File: config.mk
export PLATFORM = sky130hd
export DESIGN_NAME = lfsr_noise_shaper_flat
export DESIGN_NICKNAME = d
export VERILOG_FILES = /design/src/rtl/noise_pkg.sv /design/src/rtl/lfsr_noise_shaper_if.sv /design/src/rtl/noise_out_fifo.sv /design/src/rtl/lfsr_noise_shaper.sv /design/src/flat_wrapper.sv
export SDC_FILE = /design/constraint.sdc
export NUM_CORES = 1
export LEC_CHECK = 0
export ABC_AREA = 1
export CAP_MARGIN = 30
export CELL_PAD_IN_SITES_DETAIL_PLACEMENT = 2
export CELL_PAD_IN_SITES_GLOBAL_PLACEMENT = 2
export CORE_ASPECT_RATIO = 2
export CORE_MARGIN = 5
export CORE_UTILIZATION = 36
export DETAILED_ROUTE_END_ITERATION = 8
export DONT_BUFFER_PORTS = 1
export PLACE_DENSITY = 0.78
export SETUP_SLACK_MARGIN = 0.05
export SYNTH_ARGS = -nofsm -noshare
export SYNTH_HDL_FRONTEND = slang
export SYNTH_SLANG_ARGS = --single-unit
File: constraint.sdc
create_clock -name clk -period 5.2 [get_ports clk]
set_input_delay 0.52 -clock clk [delete_from_list [all_inputs] [get_ports clk]]
set_output_delay 0.52 -clock clk [all_outputs]
set_load 0.01 [all_outputs]
File: src/rtl/noise_pkg.sv
// noise_pkg: FSM state codes, gain/divider constants and the saturation helper for lfsr_noise_shaper
package noise_pkg;
    localparam logic [2:0] S_WAIT = 3'd0;
    localparam logic [2:0] S_STEP = 3'd1;
    localparam logic [2:0] S_CAPT = 3'd2;
    localparam logic [2:0] S_FILT = 3'd3;
    localparam logic [2:0] S_GAIN = 3'd4;
    localparam logic [2:0] S_PUSH = 3'd5;
    localparam int GAIN_FRAC = 4;
    localparam int MIN_DIV = 5;
    function automatic logic signed [31:0] saturate(input logic signed [47:0] v, input int w);
        logic signed [47:0] hi, lo;
        hi = (48'sd1 <<< (w - 1)) - 48'sd1;
        lo = -(48'sd1 <<< (w - 1));
        return v > hi ? hi[31:0] : (v < lo ? lo[31:0] : v[31:0]);
    endfunction
endpackage

File: src/rtl/lfsr_noise_shaper_if.sv
// lfsr_noise_shaper_if: valid/ready sample stream toward the DAC/PWM sink
interface lfsr_noise_shaper_if #(parameter int OUT_W = 16);
    logic [OUT_W-1:0] out_data;
    logic out_valid;
    logic out_ready;
    modport master (output out_data, out_valid, input out_ready);
    modport slave (input out_data, out_valid, output out_ready);
endinterface

File: src/rtl/noise_out_fifo.sv
// noise_out_fifo: synchronous FIFO with simultaneous push/pop at any fill level
module noise_out_fifo #(
    parameter int DEPTH = 4,
    parameter int WIDTH = 16
) (
    input  logic             clk,
    input  logic             reset,
    input  logic             push,
    input  logic             pop,
    input  logic [WIDTH-1:0] din,
    output logic [WIDTH-1:0] dout,
    output logic             full,
    output logic             empty
);
    localparam int AW = $clog2(DEPTH);
    logic [WIDTH-1:0] mem_q [DEPTH];
    logic [AW:0] wr_q, rd_q;
    logic do_push, do_pop;
    assign empty = wr_q == rd_q;
    assign full = wr_q == {~rd_q[AW], rd_q[AW-1:0]};
    assign do_pop = pop && !empty;
    // a pop in the same cycle frees the slot a full queue would otherwise refuse
    assign do_push = push && (!full || do_pop);
    assign dout = empty ? '0 : mem_q[rd_q[AW-1:0]];
    always_ff @(posedge clk or posedge reset) begin
        if (reset) begin
            wr_q <= '0;
            rd_q <= '0;
        end else begin
            if (do_push) wr_q <= wr_q + 1'b1;
            if (do_pop) rd_q <= rd_q + 1'b1;
        end
    end
    always_ff @(posedge clk) begin
        if (do_push) mem_q[wr_q[AW-1:0]] <= din;
    end
endmodule

File: src/rtl/lfsr_noise_shaper.sv
// lfsr_noise_shaper: paces the LFSR, shapes each state into a gained signed sample and queues it.
// Define NOISE_SHAPER_IIR_EN to insert the one-pole IIR low-pass; otherwise S_FILT passes x through.
module lfsr_noise_shaper
    import noise_pkg::*;
#(
    parameter int IN_W = 24,
    parameter int OUT_W = 16,
    parameter int DIV_W = 16,
    parameter int LOCK_CNT = 8,
    parameter int FIFO_DEPTH = 4
) (
    input  logic                  clk,
    input  logic                  reset,
    input  logic                  en,
    input  logic [DIV_W-1:0]      cfg_div,
    input  logic                  cfg_dir,
    input  logic [3:0]            cfg_alpha,
    input  logic [7:0]            cfg_gain,
    input  logic [IN_W-1:0]       lfsr_count,
    output logic                  lfsr_en,
    output logic                  lfsr_dir,
    lfsr_noise_shaper_if.master   out_if,
    output logic                  lockup,
    output logic [7:0]            drop_cnt
);
    localparam int ZW = $clog2(LOCK_CNT + 1);
    localparam int PW = OUT_W + 9;
    localparam int AW = OUT_W + 16;
    localparam logic [DIV_W-1:0] MIN_D = DIV_W'(MIN_DIV);
    logic [2:0] state_q, state_d;
    logic [DIV_W-1:0] div_q, div_d, lim;
    logic tick, zero, push, pop, full, empty;
    logic [7:0] gain_q, drop_q, drop_d;
    logic dir_q, lock_q, lock_d;
    logic [ZW-1:0] zrun_q, zrun_d;
    logic signed [OUT_W-1:0] x_q, y_q, s_q, y_d;
    logic signed [PW-1:0] prod;
    always_comb begin
        // clamping keeps the period at least as long as one pass through the pipeline
        lim = cfg_div < MIN_D ? MIN_D : cfg_div;
        tick = en && div_q >= lim;
        div_d = (!en || tick) ? '0 : div_q + 1'b1;
        state_d = state_q == S_WAIT ? (tick ? S_STEP : S_WAIT) :
                  state_q == S_PUSH ? S_WAIT : state_q + 3'd1;
        zero = lfsr_count == '0;
        zrun_d = !zero ? '0 : (zrun_q == ZW'(LOCK_CNT) ? zrun_q : zrun_q + 1'b1);
        lock_d = lock_q || (zero && zrun_q >= ZW'(LOCK_CNT - 1));
        pop = out_if.out_valid && out_if.out_ready;
        push = state_q == S_PUSH;
        drop_d = (push && full && !pop && drop_q != 8'hFF) ? drop_q + 1'b1 : drop_q;
        prod = PW'(y_q) * PW'($signed({1'b0, gain_q}));
    end
    always_ff @(posedge clk or posedge reset) begin
        if (reset) begin
            state_q <= S_WAIT;
            div_q <= '0;
            gain_q <= '0;
            dir_q <= 1'b0;
            x_q <= '0;
            y_q <= '0;
            s_q <= '0;
            zrun_q <= '0;
            lock_q <= 1'b0;
            drop_q <= '0;
        end else begin
            state_q <= state_d;
            div_q <= div_d;
            drop_q <= drop_d;
            if (state_q == S_STEP) begin
                gain_q <= cfg_gain;
                dir_q <= cfg_dir;
            end
            if (state_q == S_CAPT) begin
                x_q <= {~lfsr_count[IN_W-1], lfsr_count[IN_W-2:IN_W-OUT_W]};
                zrun_q <= zrun_d;
                lock_q <= lock_d;
            end
            if (state_q == S_FILT) y_q <= y_d;
            if (state_q == S_GAIN) s_q <= OUT_W'(saturate(48'(prod >>> GAIN_FRAC), OUT_W));
        end
    end
`ifdef NOISE_SHAPER_IIR_EN
    logic [3:0] alpha_q;
    logic signed [AW-1:0] acc_q, acc_d;
    logic signed [AW:0] diff;
    always_comb begin
        diff = {x_q[OUT_W-1], x_q, 16'b0} - {acc_q[AW-1], acc_q};
        acc_d = acc_q + AW'(diff >>> alpha_q);
        y_d = acc_d[AW-1:16];
    end
    always_ff @(posedge clk or posedge reset) begin
        if (reset) begin
            alpha_q <= '0;
            acc_q <= '0;
        end else begin
            if (state_q == S_STEP) alpha_q <= cfg_alpha;
            if (state_q == S_FILT) acc_q <= acc_d;
        end
    end
`else
    logic unused_alpha;
    assign unused_alpha = ^cfg_alpha;
    assign y_d = x_q;
`endif
    noise_out_fifo #(.DEPTH(FIFO_DEPTH), .WIDTH(OUT_W)) u_fifo (
        .clk(clk),
        .reset(reset),
        .push(push),
        .pop(pop),
        .din(s_q),
        .dout(out_if.out_data),
        .full(full),
        .empty(empty)
    );
    assign out_if.out_valid = !empty;
    assign lfsr_en = state_q == S_STEP;
    assign lfsr_dir = dir_q;
    assign lockup = lock_q;
    assign drop_cnt = drop_q;
endmodule
File: src/flat_wrapper.sv
// flat-port wrapper written by rule: the top's interface ports become plain ports
module lfsr_noise_shaper_flat import noise_pkg::*;
#(
    parameter int IN_W = 24,
    parameter int OUT_W = 16,
    parameter int DIV_W = 16,
    parameter int LOCK_CNT = 8,
    parameter int FIFO_DEPTH = 4
)
  (clk, reset, en, cfg_div, cfg_dir, cfg_alpha, cfg_gain, lfsr_count, lfsr_en, lfsr_dir, lockup, drop_cnt, out_if_out_data, out_if_out_valid, out_if_out_ready);
  lfsr_noise_shaper_if #(.OUT_W(OUT_W)) out_if_i ();
  input  logic clk;
  input  logic reset;
  input  logic en;
  input  logic [DIV_W-1:0] cfg_div;
  input  logic cfg_dir;
  input  logic [3:0] cfg_alpha;
  input  logic [7:0] cfg_gain;
  input  logic [IN_W-1:0] lfsr_count;
  output logic lfsr_en;
  output logic lfsr_dir;
  output logic lockup;
  output logic [7:0] drop_cnt;
  output wire logic [$bits(out_if_i.out_data)-1:0] out_if_out_data;
  output wire logic [$bits(out_if_i.out_valid)-1:0] out_if_out_valid;
  input wire logic [$bits(out_if_i.out_ready)-1:0] out_if_out_ready;
  assign out_if_out_data = out_if_i.out_data;
  assign out_if_out_valid = out_if_i.out_valid;
  assign out_if_i.out_ready = out_if_out_ready;
  lfsr_noise_shaper #(.IN_W(IN_W), .OUT_W(OUT_W), .DIV_W(DIV_W), .LOCK_CNT(LOCK_CNT), .FIFO_DEPTH(FIFO_DEPTH)) u_core (.clk(clk), .reset(reset), .en(en), .cfg_div(cfg_div), .cfg_dir(cfg_dir), .cfg_alpha(cfg_alpha), .cfg_gain(cfg_gain), .lfsr_count(lfsr_count), .lfsr_en(lfsr_en), .lfsr_dir(lfsr_dir), .out_if(out_if_i), .lockup(lockup), .drop_cnt(drop_cnt));
endmodule
==> results.cfg, run 1 <==
[outcome]
status = complete, no violations

[placed_design]
port_buffers = 0
dpl.hpwl_mm = 27.2
placed_area_um2 = 13000
gp_congestion = 0.797
dp_cells = 1849

[setup_path]
crit_chain = buf_12 -> buf_6 -> nand2_1 -> fa_1 -> inv_1 -> fa_1 -> fa_1 -> inv_1 -> fa_1 -> inv_1 -> ha_4 -> nand2_4 -> nor2_1 -> and2_1 -> nand2_2 -> nand2_2 -> nand2_1 -> nand2_2 -> inv_2 -> nor2_2 -> nand2_2 -> a21oi_4 -> clkbuf_16 -> a21oi_1
path_max_fanout = 7
critPathTopFamily = adder cells
cpMaxStageDelayCell = fa_1
path_class = flop to flop
reg2reg_depth = 24
cp_slowest_stage_delay_ns = 0.57
cp-start-kind = flop
required_ns = 5.54
cp_num_buf_inv = 7
crit_path_end_kind = flop
cp_num_cells = 24
cp.arrival_ns = 5.46

[detailed_routing]
vias = 9720
vias_per_cell = 5.08
first_pass_iters = 4
drc = 0
drtIter0Drc = 269
avgRoutedWirePerCell_um = 20.9
ant_nets = 0
wl_mm = 39.9

[die]
die_w_um = 140
rows = 95
die_area_um2 = 38000
ios = 85
die_y_um = 271
core-area_um2 = 33600
initial_core_util = 0.364

[worst_hold_path]
hold_path_depth = 1
hp-class = input pin to flop

[final_layout]
final_nets = 1696
fin_area_um2 = 14400
final_layout_size_suffix_gt1_frac = 0.179
area_growth_pct = 17.4
fin_cells = 1913
num_antenna_cells = 0

[logic_synthesis]
ys_warn_count = 0
netlist_area_um2 = 12200
yosys-top-cells-count = inv_1, nand2_1, nor2_1, fa_1, dfrtp_1
synth_flop_cell = dfrtp_1
syn_avg_cell_area_um2 = 8.59
synthTopCellsByArea = dfrtp_1, fa_1, edfxtp_1
ys_seq_area_frac = 0.351
synth_edf_count = 64
ys_seq_elements = 159
synth_top_area_frac = 0.194
ys_types = 38
synth_fp_nets = 1656
synth_async_sr_flop_share = 0.597
yosysTopAreaCell = dfrtp_1
yosysMostFrequentCell = inv_1
postSynthCellCount = 1424

[grt]
first_global_vias = 11118
antenna_found_initial = 0
grt_first_pass_wirelength_mm = 56.2
grt_usage = 0.188
overflow = 0
grt_max_degree = 50

[clock_network]
clk_pin_slew_worst_paths_ns = 0.07
cts_tree = done
h-tree-depth = 4
cts_buffer_depth = 2
cts_buffers = 17
clk_latency_ns = 0.45
clock-root-buffer = clkbuf_16
cts_sinks = 159

[sta]
fin_crit_sh = 0.985
setup_viol = 0
rsz0062_at_grt = yes
fin_skew_ns = 0.00981
fmax_ghz = 0.195
min_period_ns = 5.12
drv_slew = 0
relSlewSlack = 0.364
hold_viol = 0
worst_pin_slew_ns = 0.946

[flow_run]
drv_cap = 0
## placed cells by master (no fill, tap or decap), types with 3 or more instances in the layout
cell       instances
a21oi_1           26
nor3_1             7
nand4_1           12
nand2_4            8
nor2_1           109
inv_8              3
dfrtp_2           11
mux2_2            17
nand2_1          283
clkbuf_16         21
inv_2             15
nor4_1             4
xor2_1            26
fa_1              99
nand2_2           43
ha_1              57
nand3_2            4
nor2_2             5
fa_2               3
buf_12             7
xnor2_1           19
edfxtp_1          64
o31ai_1            3
clkinv_4           3
buf_6              7
a21oi_2           21
nor2_4             7
dfrtp_1           84
inv_6              6
o21ai_0           42
inv_1            315
o32ai_1           16
nand3_1           33
buf_4             53
ha_4              16
a21oi_4            3
## final timing paths
check                      slack, ns               to        startpoint
max in group asynchronous       3.47    u_core.s_q[6]             reset
min reg2reg                     0.49    u_core.x_q[9]     u_core.x_q[9]
min in group asynchronous       0.64  u_core.lfsr_dir             reset
min                             0.17   u_core.x_q[15]    lfsr_count[23]
max reg2reg                     0.08   u_core.s_q[10]  u_core.gain_q[2]
max                             0.08   u_core.s_q[10]  u_core.gain_q[2]
## state kept, by name (all words and copies together) (netlist names), 3 cells and up
| signal | flops |
|---|---|
| u_core.gain_q | 8 |
| u_core.state_q | 3 |
| u_core.div_q | 16 |
| u_core.drop_cnt | 8 |
| u_core.y_q | 16 |
| u_core.u_fifo.rd_q | 3 |
| u_core.u_fifo.mem_q | 64 |
| u_core.zrun_q | 4 |
| u_core.x_q | 16 |
| u_core.s_q | 16 |
| u_core.u_fifo.wr_q | 3 |
## routing by layer
layer	vias up	track usage	part of all wire
met3	96	0.0254	0.018
met1	5038	0.169	0.33
met5	-	0	0
li1	4398	-	-
met4	0	0.0717	0.049
met2	188	0.399	0.60
## stage by stage
step | worst slack, ns | util | hold WS [ns] | TNS, ns
after detailed placement | -0.0881 | 0.385 | 0.470 | -0.577
after global placement | 0.143 | 0.385 | 0.453 | 0
after global routing | -0.147 | 0.427 | 0.149 | -1.87
after CTS | 0.0523 | 0.405 | 0.145 | 0
after floorplan | 0.0824 | - | 0.436 | 0
final | 0.0791 | 0.427 | 0.174 | 0
## area by class of cell
type,instances,area [µm²]
clock buffer,18,439
clock inverter,14,148
fill,3734,19300
inverter,333,1250
multi-input combinational,880,6940
sequential,159,4310
tap,436,546
timing repair buffer,73,732
## what timing repair did
action                                  4_1_cts  5_1_grt
endpoints found under the hold margin         1        0
pin swaps                                     5       63
hold buffers                                  1        0
gates cloned                                  1        5
endpoints found under the setup margin       15       15
gates resized for setup                      12      113
setup buffers                                 1       24
## cell families after synthesis
| logic type | share of synthesized area |
|---|---|
| AO/OA/AOI/OAI | 0.0595 |
| XOR/XNOR | 0.0322 |
| adder cells (fa/ha/maj) | 0.241 |
| buffers and inverters | 0.121 |
| flip-flops | 0.351 |
| multiplexers | 0.0156 |
| AND/OR/NAND/NOR | 0.179 |
Power of run 1 is not shown: default switching activity piles up to over one toggle a cycle in this logic, so the estimate is an artifact.
==> run 2, diff against run 1 <==
MAX_ROUTING_LAYER = met4   (was unset)
==> results.cfg, run 2 (synthesis gave the netlist of run 1 again) <==
[clock_network]
cts_buffers = 17
clock-root-buffer = clkbuf_16
cts_sinks = 159
clk_latency_ns = 0.45
cts_buffer_depth = 2
h-tree-depth = 4
clk_pin_slew_worst_paths_ns = 0.07
cts_tree = done

[detailed_routing]
first_pass_iters = 6
drc = 0
vias = 9644
avgRoutedWirePerCell_um = 20.7
wl_mm = 39.7
ant_nets = 0
drtIter0Drc = 356
vias_per_cell = 5.04

[die]
ios = 85
die_w_um = 140
die_area_um2 = 38000
initial_core_util = 0.364
core-area_um2 = 33600
die_y_um = 271
rows = 95

[setup_path]
cpMaxStageDelayCell = fa_1
crit_chain = clkbuf_16 -> nand2_1 -> fa_1 -> fa_1 -> inv_1 -> fa_1 -> inv_1 -> fa_1 -> inv_1 -> ha_4 -> nand2_2 -> nor2_1 -> nand2_2 -> nand2_2 -> nand2_2 -> nand2_2 -> nand2_1 -> nand2_2 -> inv_2 -> nor2_2 -> nand2_2 -> a21oi_4 -> clkbuf_16 -> a21oi_1
critPathTopFamily = adder cells
reg2reg_depth = 24
cp-start-kind = flop
crit_top_cell = nand2_2
required_ns = 5.54
crit_path_end_kind = flop
cp.arrival_ns = 5.52
cp_slowest_stage_delay_ns = 0.56
path_class = flop to flop
cp_num_buf_inv = 6
path_max_fanout = 7
cp_num_cells = 24

[flow_run]
drv_cap = 0

[grt]
grt_usage = 0.193
grt_first_pass_wirelength_mm = 56.2
antenna_found_initial = 0
grt_max_degree = 50
first_global_vias = 11120
overflow = 0

[final_layout]
final_cell_mix = inv_1, nand2_1, nor2_1
num_antenna_cells = 0
fin_util = 0.426
largest_register_ffs = 64
regArea_um2 = 4310
final_common_cell = inv_1
n_fill_cell = 3701
area_growth_pct = 17.1
final_layout_size_suffix_gt1_frac = 0.178
final_nets = 1696
multiInputGateArea_um2 = 6910

[worst_hold_path]
hp-class = input pin to flop
hold_path_depth = 1

[sta]
fin_skew_ns = 0.00944
fin_crit_sh = 0.997
worst_pin_slew_ns = 0.906
drv_slew = 0
rsz0062_at_grt = yes
fmax_ghz = 0.193
setup_viol = 0
hold_viol = 0
relSlewSlack = 0.392
min_period_ns = 5.18

[placed_design]
gp_congestion = 0.809
port_buffers = 0
dpl.hpwl_mm = 27.2

[outcome]
status = complete, no violations
run 2: layout make-up:
| class | instances | share of cell area |
|---|---|---|
| multi-input combinational | 880 | 0.482 |
| inverter | 333 | 0.0874 |
| clock buffer | 18 | 0.0306 |
| timing repair buffer | 73 | 0.0511 |
| tap | 436 | 0.0380 |
| sequential | 159 | 0.301 |
| clock inverter | 14 | 0.0103 |
run 2: metrics by stage:
step | hold slack [ns] | std cells | instance area [µm²] | setup WS (ns) | TNS, ns
2_1_floorplan | 0.436 | 1424 | 12200 | 0.0824 | 0
3_3_place_gp | 0.453 | 1849 | 13000 | 0.143 | 0
3_5_place_dp | 0.470 | 1849 | 13000 | -0.0881 | -0.577
4_1_cts | 0.145 | 1884 | 13600 | 0.0523 | 0
5_1_grt | 0.151 | 1913 | 14300 | -0.145 | -1.86
6_report | 0.175 | 1913 | 14300 | 0.0156 | 0
run 2: worst reg2reg max path: cells and delay by family, from the launching register on:
family / cells / cell delay, ns
fa+ha+maj: 5 / 2.45
simple gates: 11 / 1.10
flops: 1 / 0.50
compound gates: 2 / 0.32
buf+inv: 6 / 0.70
run 2: repair_timing:
item | CTS | global route
resized for setup | 12 | 106
hold buffers | 1 | 0
setup buffers | 1 | 24
endpoints found under the hold margin | 1 | 0
cloned | 1 | 5
endpoints found under the setup margin | 15 | 15
pin swaps | 5 | 55
run 2: routing by layer:
metal,wire (µm),GRT usage
met1,13100,0.169
met2,23800,0.399
met3,702,0.0249
met5,0,-
met4,2050,0.0717
run 2: final timing paths:
check                                 startpoint              end  slack (ns)
max in group asynchronous                  reset   u_core.s_q[15]        3.50
worst max register to register  u_core.gain_q[5]   u_core.s_q[10]        0.02
worst max-delay path            u_core.gain_q[5]   u_core.s_q[10]        0.02
worst min register to register    u_core.x_q[11]   u_core.x_q[11]        0.49
worst min-delay path              lfsr_count[23]   u_core.x_q[15]        0.18
min in group asynchronous                  reset  u_core.lfsr_dir        0.61
Power of run 2 is left out for the same reason.
==> run 3, diff against run 2 <==
ABC_AREA = unset   (was 1)
CORE_UTILIZATION = 39   (was 36)
SYNTH_HIERARCHICAL = 1   (was unset)
==> results.cfg, run 3 <==
[outcome]
status = complete, but fails checks
violations = negative setup slack

[sta]
setup_viol = 15
worst_pin_slew_ns = 1.09
fin_crit_sh = 1.07
hold_viol = 0
rsz0062_at_grt = yes
relSlewSlack = 0.273
fmax_ghz = 0.180
min_period_ns = 5.55
setup_ws_ns = -0.354
setup_tns_ns = -4.82
drv_slew = 0
fin_skew_ns = 0.0100

[final_layout]
regArea_um2 = 4320
final_nets = 1456
n_fill_cell = 2970
num_antenna_cells = 0
multiInputGateArea_um2 = 7180
final_common_cell = inv_1
final_cell_mix = inv_1, buf_4, nand2_1
final_layout_size_suffix_gt1_frac = 0.285
area_growth_pct = 24.4
largest_register_ffs = 64

[clock_network]
cts_buffer_depth = 2
h-tree-depth = 4
clk_latency_ns = 0.45
cts_sinks = 159
cts_tree = done
cts_buffers = 17
clock-root-buffer = clkbuf_16
clk_pin_slew_worst_paths_ns = 0.07

[logic_synthesis]
syn_avg_cell_area_um2 = 10.8
ys_seq_area_frac = 0.365
synthTopCellsByArea = dfrtp_1, fa_1, edfxtp_1
ys_types = 67
yosys-top-cells-count = inv_1, nand2_1, fa_1, dfrtp_1, and2_1
yosysMostFrequentCell = inv_1
postSynthCellCount = 1087
synth_flop_cell = dfrtp_1
synth_async_sr_flop_share = 0.597
synth_top_area_frac = 0.202
ys_warn_count = 6
yosysTopAreaCell = dfrtp_1
ys_seq_elements = 159
netlist_area_um2 = 11800
synth_edf_count = 64
synth_fp_nets = 1319

[detailed_routing]
drc = 0
drtIter0Drc = 282
first_pass_iters = 4
vias = 8773
vias_per_cell = 5.47
avgRoutedWirePerCell_um = 25.5
wl_mm = 40.9
ant_nets = 0

[die]
die_y_um = 256
die_w_um = 133
rows = 90
initial_core_util = 0.392
ios = 85
die_area_um2 = 34000
core-area_um2 = 30100

[setup_path]
cpMaxStageDelayCell = fa_1
path_class = flop to flop
critPathTopFamily = adder cells
r2r-start = u_core/gain_q[5]
cp_num_buf_inv = 6
crit_path_end_kind = flop
cp-start-kind = flop
required_ns = 5.52
cp.arrival_ns = 5.88
crit_start = u_core/gain_q[5]
crit_chain = buf_6 -> buf_12 -> nand2_1 -> fa_1 -> inv_1 -> fa_1 -> fa_1 -> inv_2 -> fa_1 -> inv_2 -> ha_4 -> nand4_1 -> a2111o_1 -> a31oi_1 -> xor2_1 -> a41oi_2 -> nor2_4 -> buf_12 -> a221o_1
r2r_slack_ns = -0.35
cp_slowest_stage_delay_ns = 0.59
path_max_fanout = 13
crit_top_cell = fa_1

[grt]
antenna_found_initial = 0
grt_usage = 0.251
first_global_vias = 10742
grt_first_pass_wirelength_mm = 63.0
overflow = 0
grt_max_degree = 48

[placed_design]
port_buffers = 0
dpl.hpwl_mm = 27.0
gp_congestion = 0.820

[worst_hold_path]
hp-class = input pin to asynchronous set/reset pin

[flow_run]
drv_cap = 0
==> run 3: cell types whose count changed after synthesis, moves of 20 or more <==
cell / before / now
o21ai_0: 45 / 21
nor2_1: 116 / 41
nand2_1: 308 / 134
nand3_1: 35 / 12
and2_1: 1 / 75
clkbuf_1: 49 / 23
inv_1: 324 / 173
nor2b_1: 0 / 20
nand2_2: 24 / 0
==> run 3: kinds of logic (layout without fill, tap and decap cells) <==
| family | after synthesis | in the layout | share of synthesized area |
|---|---|---|---|
| compound gates | 114 | 114 | 0.0720 |
| xor+xnor | 51 | 51 | 0.0411 |
| fa+ha+maj | 175 | 175 | 0.251 |
| buf+inv | 205 | 355 | 0.0685 |
| flops | 159 | 159 | 0.365 |
| mux | 44 | 44 | 0.0586 |
| simple gates | 339 | 339 | 0.144 |
==> run 3: metrics by stage <==
step                utilization  std cells  cell area [µm²]  setup slack, ns  hold WS (ns)
detailed placement        0.433       1535            13000           -0.740         0.369
CTS                       0.480       1596            14400           -0.103        0.0295
finish                    0.487       1605            14700           -0.354        0.0294
floorplan                     -       1087            11800           0.0650         0.311
global route              0.487       1605            14700           -0.509        0.0603
global placement          0.432       1533            13000           -0.406         0.355
==> run 3: repair_timing <==
| action | CTS | global route |
|---|---|---|
| resized for setup | 103 | 51 |
| hold endpoints to repair | 6 | 0 |
| buffers inserted | 25 | 12 |
| pin swaps | 66 | 46 |
| setup endpoints to repair | 16 | 16 |
| hold buffers | 1 | 0 |
| cloned | 3 | 0 |
==> run 3: worst paths after layout <==
path / cells after the start / end
max: 19 / u_core/s_q[13]
min: 1 / u_core/s_q[5]
max reg2reg: 19 / u_core/s_q[13]
min reg2reg: 2 / u_core/x_q[7]
max in group asynchronous: 2 / u_core/gain_q[4]
min in group clk: 2 / u_core/x_q[7]
==> run 3: final cells by class <==
cell class                 instances  area share
clock buffer                      17      0.0290
clock inverter                    15      0.0135
inverter                         173      0.0448
multi-input combinational        723       0.490
sequential                       159       0.295
tap                              368      0.0314
timing repair buffer             150      0.0966
==> run 3: worst reg2reg max path, cell delays in order, from the launching register on <==
cell and delay (ns):
dfrtp_2 0.42, buf_6 0.15, buf_12 0.10, nand2_1 0.06, fa_1 0.50, inv_1 0.07
fa_1 0.50, fa_1 0.59, inv_2 0.06, fa_1 0.57, inv_2 0.06, ha_4 0.31
nand4_1 0.23, a2111o_1 0.51, a31oi_1 0.29, xor2_1 0.16, a41oi_2 0.29, nor2_4 0.08
buf_12 0.15, a221o_1 0.33
==> run 3: per-layer routing <==
layer  GRT usage  share of wire  wire length [µm]  vias to the layer above
met4       0.141          0.058              2380                        0
li1            -              -                 -                     3854
met3      0.0348          0.027              1090                      124
met1       0.223           0.32             13100                     4553
met5           -              0                 0                        -
met2       0.489           0.60             24400                      242
Power of run 3 is left out for the same reason.
